===== config.mk =====
export PLATFORM = sky130hd
export DESIGN_NAME = mdu_seq
export DESIGN_NICKNAME = d
export VERILOG_FILES = /design/src/rtl/mdu_pkg.sv /design/src/rtl/mdu_divider.sv /design/src/rtl/mdu_seq.sv
export SDC_FILE = /design/constraint.sdc
export NUM_CORES = 2
export LEC_CHECK = 0
export ABC_AREA = 1
export BUFFER_PORTS_ARGS = -buffer_cell sky130_fd_sc_hd__buf_4
export CAP_MARGIN = 20
export CORE_MARGIN = 2
export CORE_UTILIZATION = 65
export CTS_BUF_LIST = sky130_fd_sc_hd__clkbuf_16
export CTS_CLUSTER_SIZE = 25
export DETAILED_ROUTE_END_ITERATION = 6
export PLACE_DENSITY = 0.79
export SYNTH_ARGS = -nofsm -noshare
export SYNTH_HDL_FRONTEND = slang
export SYNTH_SLANG_ARGS = --single-unit

===== constraint.sdc =====
create_clock -name clk -period 13.4 [get_ports clk]
set_input_delay 2.01 -clock clk [delete_from_list [all_inputs] [get_ports clk]]
set_output_delay 2.01 -clock clk [all_outputs]
set_load 0.02 [all_outputs]

===== src/rtl/mdu_pkg.sv =====
// Shared definitions for the sequential multiply/divide unit:
// op encodings, FSM states, iteration and latency constants.
package mdu_pkg;

    localparam logic [1:0] OP_MULT  = 2'b00;
    localparam logic [1:0] OP_MULTU = 2'b01;
    localparam logic [1:0] OP_DIV   = 2'b10;
    localparam logic [1:0] OP_DIVU  = 2'b11;

    localparam int DIV_ITERS = 32;
    localparam int MUL_LAT   = 2;
    localparam int DIV_LAT   = 34;

    typedef enum logic [2:0] {
        IDLE,
        MUL,
        DIV,
        SIGN,
        DONE
    } state_e;

    // Magnitude of v, treating it as signed only when sgn is set.
    function automatic logic [31:0] mag32(input logic [31:0] v,
                                          input logic        sgn);
        return (sgn && v[31]) ? 32'(-v) : v;
    endfunction

endpackage


===== src/rtl/mdu_divider.sv =====
// Radix-2 restoring divider on 32-bit magnitudes, one quotient bit per step.
// Ports: clk, rst (sync), init (load operands), step (one iteration),
// dividend/divisor magnitudes in, quotient/remainder out.
module mdu_divider (
    input  logic        clk,
    input  logic        rst,
    input  logic        init,
    input  logic        step,
    input  logic [31:0] dividend,
    input  logic [31:0] divisor,
    output logic [31:0] quotient,
    output logic [31:0] remainder
);

    logic [31:0] rem_q, rem_d;
    logic [31:0] quo_q, quo_d;
    logic [31:0] dvs_q, dvs_d;
    logic [32:0] trial;

    // The quotient register doubles as the dividend shift register:
    // dividend bits leave at the top while quotient bits enter at the bottom.
    always_comb begin
        rem_d = rem_q;
        quo_d = quo_q;
        dvs_d = dvs_q;
        trial = {rem_q, quo_q[31]} - {1'b0, dvs_q};
        if (init) begin
            rem_d = '0;
            quo_d = dividend;
            dvs_d = divisor;
        end else if (step) begin
            if (!trial[32]) begin
                rem_d = trial[31:0];
            end else begin
                rem_d = {rem_q[30:0], quo_q[31]};
            end
            quo_d = {quo_q[30:0], ~trial[32]};
        end
    end

    always_ff @(posedge clk) begin
        if (rst) begin
            rem_q <= '0;
            quo_q <= '0;
            dvs_q <= '0;
        end else begin
            rem_q <= rem_d;
            quo_q <= quo_d;
            dvs_q <= dvs_d;
        end
    end

    assign quotient  = quo_q;
    assign remainder = rem_q;

endmodule


===== src/rtl/mdu_seq.sv =====
// Sequential MDU: single-cycle 32x32 multiply, 32-step restoring divide.
// Ports: clk, rst (sync), start/op/a/b request, cancel flush;
// busy, done pulse and 64-bit {hi,lo} result.
module mdu_seq
    import mdu_pkg::*;
(
    input  logic        clk,
    input  logic        rst,
    input  logic        start,
    input  logic [1:0]  op,
    input  logic [31:0] a,
    input  logic [31:0] b,
    input  logic        cancel,
    output logic        busy,
    output logic        done,
    output logic [63:0] result
);

    state_e      state_q, state_d;
    logic [31:0] a_q, a_d;
    logic [31:0] b_q, b_d;
    logic [1:0]  op_q, op_d;
    logic [5:0]  cnt_q, cnt_d;
    logic [63:0] res_q, res_d;
    logic        busy_q, busy_d;
    logic        done_q, done_d;

    logic        div_init, div_step;
    logic [31:0] div_quo, div_rem;
    logic [31:0] q_fix, r_fix;
    logic        sgn_mul, sgn_div;
    logic [63:0] mul_a, mul_b, prod;

    // Low 64 bits of the product of the extended operands are exact
    // for both signed and unsigned interpretations.
    assign sgn_mul = (op_q == OP_MULT);
    assign mul_a   = {{32{sgn_mul & a_q[31]}}, a_q};
    assign mul_b   = {{32{sgn_mul & b_q[31]}}, b_q};
    assign prod    = mul_a * mul_b;

    mdu_divider u_div (
        .clk       (clk),
        .rst       (rst),
        .init      (div_init),
        .step      (div_step),
        .dividend  (mag32(a, op == OP_DIV)),
        .divisor   (mag32(b, op == OP_DIV)),
        .quotient  (div_quo),
        .remainder (div_rem)
    );

    // Sign correction; divide-by-zero overrides the raw iteration output.
    assign sgn_div = (op_q == OP_DIV);
    always_comb begin
        q_fix = div_quo;
        r_fix = div_rem;
        if (sgn_div && (a_q[31] ^ b_q[31])) q_fix = 32'(-div_quo);
        if (sgn_div && a_q[31])             r_fix = 32'(-div_rem);
        if (b_q == '0) begin
            q_fix = 32'hFFFF_FFFF;
            r_fix = a_q;
        end
    end

    always_comb begin
        state_d  = state_q;
        a_d      = a_q;
        b_d      = b_q;
        op_d     = op_q;
        cnt_d    = cnt_q;
        res_d    = res_q;
        done_d   = 1'b0;
        div_init = 1'b0;
        div_step = 1'b0;
        case (state_q)
            IDLE: begin
                if (start && !cancel) begin
                    a_d      = a;
                    b_d      = b;
                    op_d     = op;
                    cnt_d    = '0;
                    div_init = op[1];
                    state_d  = op[1] ? DIV : MUL;
                end
            end
            MUL: begin
                if (cancel) begin
                    state_d = IDLE;
                end else begin
                    res_d   = prod;
                    done_d  = 1'b1;
                    state_d = DONE;
                end
            end
            DIV: begin
                if (cancel) begin
                    state_d = IDLE;
                end else begin
                    div_step = 1'b1;
                    cnt_d    = cnt_q + 6'd1;
                    if (cnt_q == 6'(DIV_ITERS - 1)) state_d = SIGN;
                end
            end
            SIGN: begin
                if (cancel) begin
                    state_d = IDLE;
                end else begin
                    res_d   = {r_fix, q_fix};
                    done_d  = 1'b1;
                    state_d = DONE;
                end
            end
            default: state_d = IDLE;
        endcase
        busy_d = (state_d != IDLE);
    end

    always_ff @(posedge clk) begin
        if (rst) begin
            state_q <= IDLE;
            a_q     <= '0;
            b_q     <= '0;
            op_q    <= '0;
            cnt_q   <= '0;
            res_q   <= '0;
            busy_q  <= 1'b0;
            done_q  <= 1'b0;
        end else begin
            state_q <= state_d;
            a_q     <= a_d;
            b_q     <= b_d;
            op_q    <= op_d;
            cnt_q   <= cnt_d;
            res_q   <= res_d;
            busy_q  <= busy_d;
            done_q  <= done_d;
        end
    end

    assign busy   = busy_q;
    assign done   = done_q;
    assign result = res_q;

endmodule


* After elaboration in Yosys (flattened, before gate mapping)
Index checks and enable logic that the tools add are counted.
** Storage, ports and cells
- Memory bits (writable) :: 0
- Latch bits :: 0
- Register bits :: 237
- Input bits :: 70
- Bits in read-only memories :: 0
- Output and inout bits :: 66
- Memories kept :: 0
- Word-level logic and storage cells :: 77
** Operators by class
- Multiplexer cells :: 25
- Reductions and logical operators :: 19
- Magnitude comparators :: 0
- Eq/ne operators :: 10
- Bitwise gates (word level) :: 5
- Add/sub/neg operators :: 6
- Div/mod/pow operators :: 0
- Multipliers :: 1
- Shifts and indexed selects :: 0
** Operators by type and width (number)
- two-way mux 32 bit :: 9
- two-way mux 64 bit :: 2
- negator 32 bit :: 4
- one-hot mux 64 bit (2 select lines) :: 1
- multiplier 33 x 33 -> 64 bit :: 1
- subtractor 33 x 32 -> 33 bit :: 1
- logical NOT 32 bit :: 1
- two-way mux 3 bit :: 4
- two-way mux 6 bit :: 2
- one-hot mux 6 bit (2 select lines) :: 1
- one-hot mux 3 bit (3 select lines) :: 1
- inequality test 2 bit, second input constant :: 4
- adder 6 x 1 -> 6 bit, second input constant :: 1
- == test 3 x 2 -> 1 bit, second input constant :: 2
- == test 6 x 5 -> 1 bit, second input constant :: 1
- AND reduction 3 bit :: 2
- nonzero test 2 bit :: 3
- OR reduction 2 bit :: 3
- logical AND 1 bit :: 5
- == test 2 bit, second input constant :: 2
- two-way mux 1 bit :: 4
- == test 3 x 1 -> 1 bit, second input constant :: 1
- logical NOT 3 bit :: 1
- nonzero test 3 bit :: 1
- 7 further kinds :: 9

* Logic depth before layout (Yosys ltp)
- Depth in word-level cells :: 6
- Gate-level depth with buffers :: 34
- Depth with buffers taken out :: 32

* Modules after synthesis
Synthesis repeated with hierarchy kept, for this count alone.
** Unflattened totals
- Cells, all modules :: 7690
- Area total of the unflattened synthesis :: 56171.4 um^2
** Modules (own cells, without submodules)
- mdu_seq :: instances 1, area an instance 49419.9 um^2, seq. area each 2822.7 um^2, cells an instance 6554
- mdu_divider :: instances 1, area an instance 6751.5 um^2, seq. area each 1921.8 um^2, cells an instance 1136

* Worst setup path before layout
Ideal clock, no wire load.
- Path type :: register to register
- From :: register op_q[1]
- To :: register res_q[61], in the netlist result[61]
- Buffers on the path :: 2
- Path slack :: 5931 ps
- Cell stages (with the launch flop) :: 32
- Data arrival time :: 7349 ps
- Setup time :: 119 ps
- Clock period less this slack :: 7469 ps
- Data required time :: 13281 ps
- Path through :: dfxtp_1 nor2_1 inv_1 clkbuf_1 buf_1 nor2_1 fa_1 inv_1 fa_1 inv_1 fa_1 inv_1 fa_1 fa_1 inv_1 fa_1 inv_1 fa_1 fa_1 inv_1 ha_1 nand2_1 nor2_1 inv_1 nor2_1 nand2_1 nor2_1 nand2_1 nand3_1 nand2_1 nand3_1 a21oi_1
** Between the ends
- Word-level cells in the longest chain between the ends :: 6
- Elaborated cells on any way between the ends :: 11
- Classes of those cells :: mul: 1; eq/ne: 1; mux: 5; bitwise: 2; reduce/logical: 2
** Ends and longest elaborated chain
- start: declaration :: RTL line mdu_seq.sv:22 : logic [1:0] op_q, op_d;
- start signal: assignment :: RTL line mdu_seq.sv:132 : op_q <= op_d;
- branches (longest 5 deep; another with multiplier 33 x 33 -> 64 bit)
- one-hot mux 64 bit (2 select lines) (*) :: RTL line mdu_seq.sv:75 : case (state_q)
- end signal: assignment :: RTL line mdu_seq.sv:134 : res_q <= res_d;
- end: declaration :: RTL line mdu_seq.sv:24 : logic [63:0] res_q, res_d;
Every way passes the cells marked *. The select of a mux whose other input is x is not followed.
A chain may end at the register's enable or synchronous reset.

* Worst setup path after layout
- From :: register op_q[1]
- To :: register res_q[57], in the netlist result[57]
Same word-level chain as after synthesis.

==> summary.txt <==
outcome: finished, final reports clean
Hold Crit Class: reg -> reg
Pwr Density: 88.0 nW/um^2
FP Rows: 107
drt total wl: 179 mm
hold_buf cts: 0
CP max stage delay: 0.90 ns
ys async rst share: 0%
fraction of layout cells with a size suffix above 1: 4.78%
Total Routing Usage GR: 41.3%
DRT iter0 DRCs: 4,588
GRT overflow: 0
die area: 88,800 um^2
initial core utilization: 65.7%
worst rel slew slack: 29.5%
total design power: 5.16 mW
IO Port Bufs: 135
area growth from synthesis to layout: 4.51%
clock skew: 0.0261 ns
drt wl/cell: 20.3 um
CP startpoint: op_q[1]
CTS tree: built
Fin Hold WS: 0.464 ns
VDD IR max: 0.0938 mV
Yosys cell types: 56
Slew Viols, Final: 0
worst hold start: b_q[22]
DP HPWL: 148 mm
DR DRC count: 0
final hold viol count: 0
fin nets: 9,061
synthesized area per cell: 7.25 um^2
largest net degree at the start of global routing: 105
Die H: 298 um
CP Data Required Time: 13.91 ns
io pins: 136
total number of H-tree levels: 1
Die X: 298 um
CP startpoint kind: register
EDFF count, synth: 0
CP endpoint kind: register
TNS Setup: 0 ns
Clock Sinks: 237
CTS root buf: clkbuf_16
Vias: 49,500
crit path kind: reg -> reg
highest clock rate: 0.115 GHz
First-pass DRT Iterations: 6
period utilization: 64.9%
Mapped Cells: 7,743
synth warn: 0
Mapped Area: 56,200 um^2
CP bufs+invs: 9
RSZ-0062 raised after global routing: no
Reg-to-Reg Start: op_q[1]
Setup violations, final: 0
Synthesized Nets: 9,189
CTS buffer count: 27
drt via density: 5.63
postcts setup bufs: 0
initial antenna violation count: 3
vias in the first global route: 51,800
Fill cells: 7,219
Synth Register Bits: 237
data arrival time of the worst path: 9.20 ns
pin slew with the least headroom to its limit: 1.06 ns
CTS clock-pin slew for the worst setup and hold paths: 0.07 ns
crit-path leading delay family: adder cells
fin util: 68.7%
final weighted congestion of routability-driven global placement: 1.05
clock latency on the worst-skew pair: 0.60 ns
Slowest cell on crit path: fa_1
leakage: 31.1 nW
worst-path fanout max: 29
global-route wire length before repair: 284 mm
Max clock buf depth: 3
post-layout min period: 8.69 ns
Resize count post-CTS: 0
post-synthesis sequential area ratio: 8.45%
Max Cap Viol: 0
Core Area: 85,400 um^2
Post-DRT Antenna Nets: 0
top_reg_cell synth: dfxtp_1
[worst reg2reg max path, delay by kind of cell (launching register included)]
kind | cells | cell delay, ns
buffers and inverters | 9 | 1.43
flip-flops | 1 | 0.34
AO/OA/AOI/OAI | 1 | 0.14
adder cells (fa/ha/maj) | 9 | 4.81
AND/OR/NAND/NOR | 10 | 1.91
[kinds of logic after synthesis]
family,share of synthesized area (%)
and+or+nand+nor,21.0
buffers and inverters,16.0
adders and majority gates,45.7
AOI/OAI and AO/OA,7.47
DFF,8.45
xor gates and xnor gates,1.39
[registers in the layout, summed over array words and instances, names as in the netlist]
name and count:
result 64, done 1, a_q 32, busy 1
b_q 32, op_q 2, u_div.dvs_q 32, u_div.quotient 32
u_div.remainder 32, state_q 3, cnt_q 6
[where the power goes]
part / leakage [nW] / internal [mW] / switching (mW)
clock network: 0.445 / 0.431 / 0.354
logic: 28.7 / 1.16 / 2.44
registers: 1.93 / 0.735 / 0.0348
total: 31.1 / 2.33 / 2.83
[layout by cell type (no fill, tap or decap), drive strengths merged, types with 58 or more instances in the layout]
cell type / instances
nand4: 58
nand2: 2092
nand3: 277
o21ai: 307
a21oi: 381
dfxtp: 237
buf: 214
nor2: 403
xor2: 62
ha: 250
inv: 1994
fa: 1126
[synthesized netlist by cell type (5+ instances only)]
cell	count	share of area, %
buf_2	25	0.22
o221ai_1	5	0.078
nor2_4	5	0.10
a21oi_1	364	3.2
nor2_2	7	0.078
nand3_1	263	2.3
nor2_1	390	2.6
xor2_1	62	0.97
o22ai_1	16	0.18
o21ai_1	30	0.27
nand4_1	57	0.64
nand2_2	10	0.11
nand3b_1	14	0.19
fa_1	1126	40
a31oi_1	15	0.17
buf_1	9	0.060
a21oi_2	14	0.22
o21bai_1	22	0.29
nor3_1	37	0.33
nand3_2	14	0.25
o21a_1	10	0.13
nor4_1	6	0.067
ha_1	250	5.6
inv_1	1970	13
o211ai_1	11	0.15
clkbuf_1	331	2.2
inv_2	16	0.11
dfxtp_1	237	8.4
clkinv_1	7	0.047
xnor2_1	27	0.42
o21ai_2	5	0.078
nand2_1	2069	14
buf_6	5	0.10
o21ai_0	272	2.4
nand2_4	13	0.26
[cell type report]
cell class / instances / area (um^2) / area share, %
clock buffers: 27 / 676 / 1.15
well taps: 1144 / 1430 / 2.44
diodes: 3 / 7.51 / 0.0128
multi-input cells: 5140 / 42500 / 72.3
inverters: 1995 / 7490 / 12.8
flip-flops and latches: 237 / 4750 / 8.10
repair buffers: 214 / 1650 / 2.81
clock inverters: 23 / 220 / 0.375
[metrics by stage]
step           instances  area, um^2  worst slack (ns)
2_1_floorplan       7743       56200              5.93
3_3_place_gp        8727       57700              4.94
3_5_place_dp        8728       57700              4.84
4_1_cts             8778       58600              4.81
5_1_grt             8780       58700              4.18
6_report            8783       58700              4.71
[worst paths after layout]
kind / endpoint / slack [ns] / cells after the start
min: b_q[22] / 0.46 / 2
max: result[57] / 4.71 / 29
max reg2reg: result[57] / 4.71 / 29
min reg2reg: b_q[22] / 0.46 / 2
[metal layers]
metal | part of all wire, % | track usage (%) | vias up
li1 | - | - | 22300
met1 | 38 | 53.6 | 24200
met2 | 47 | 68.4 | 2476
met5 | 0 | 0 | -
met3 | 9.5 | 7.01 | 522
met4 | 5.2 | 17.9 | 0
(Power assumes the default switching activity.)
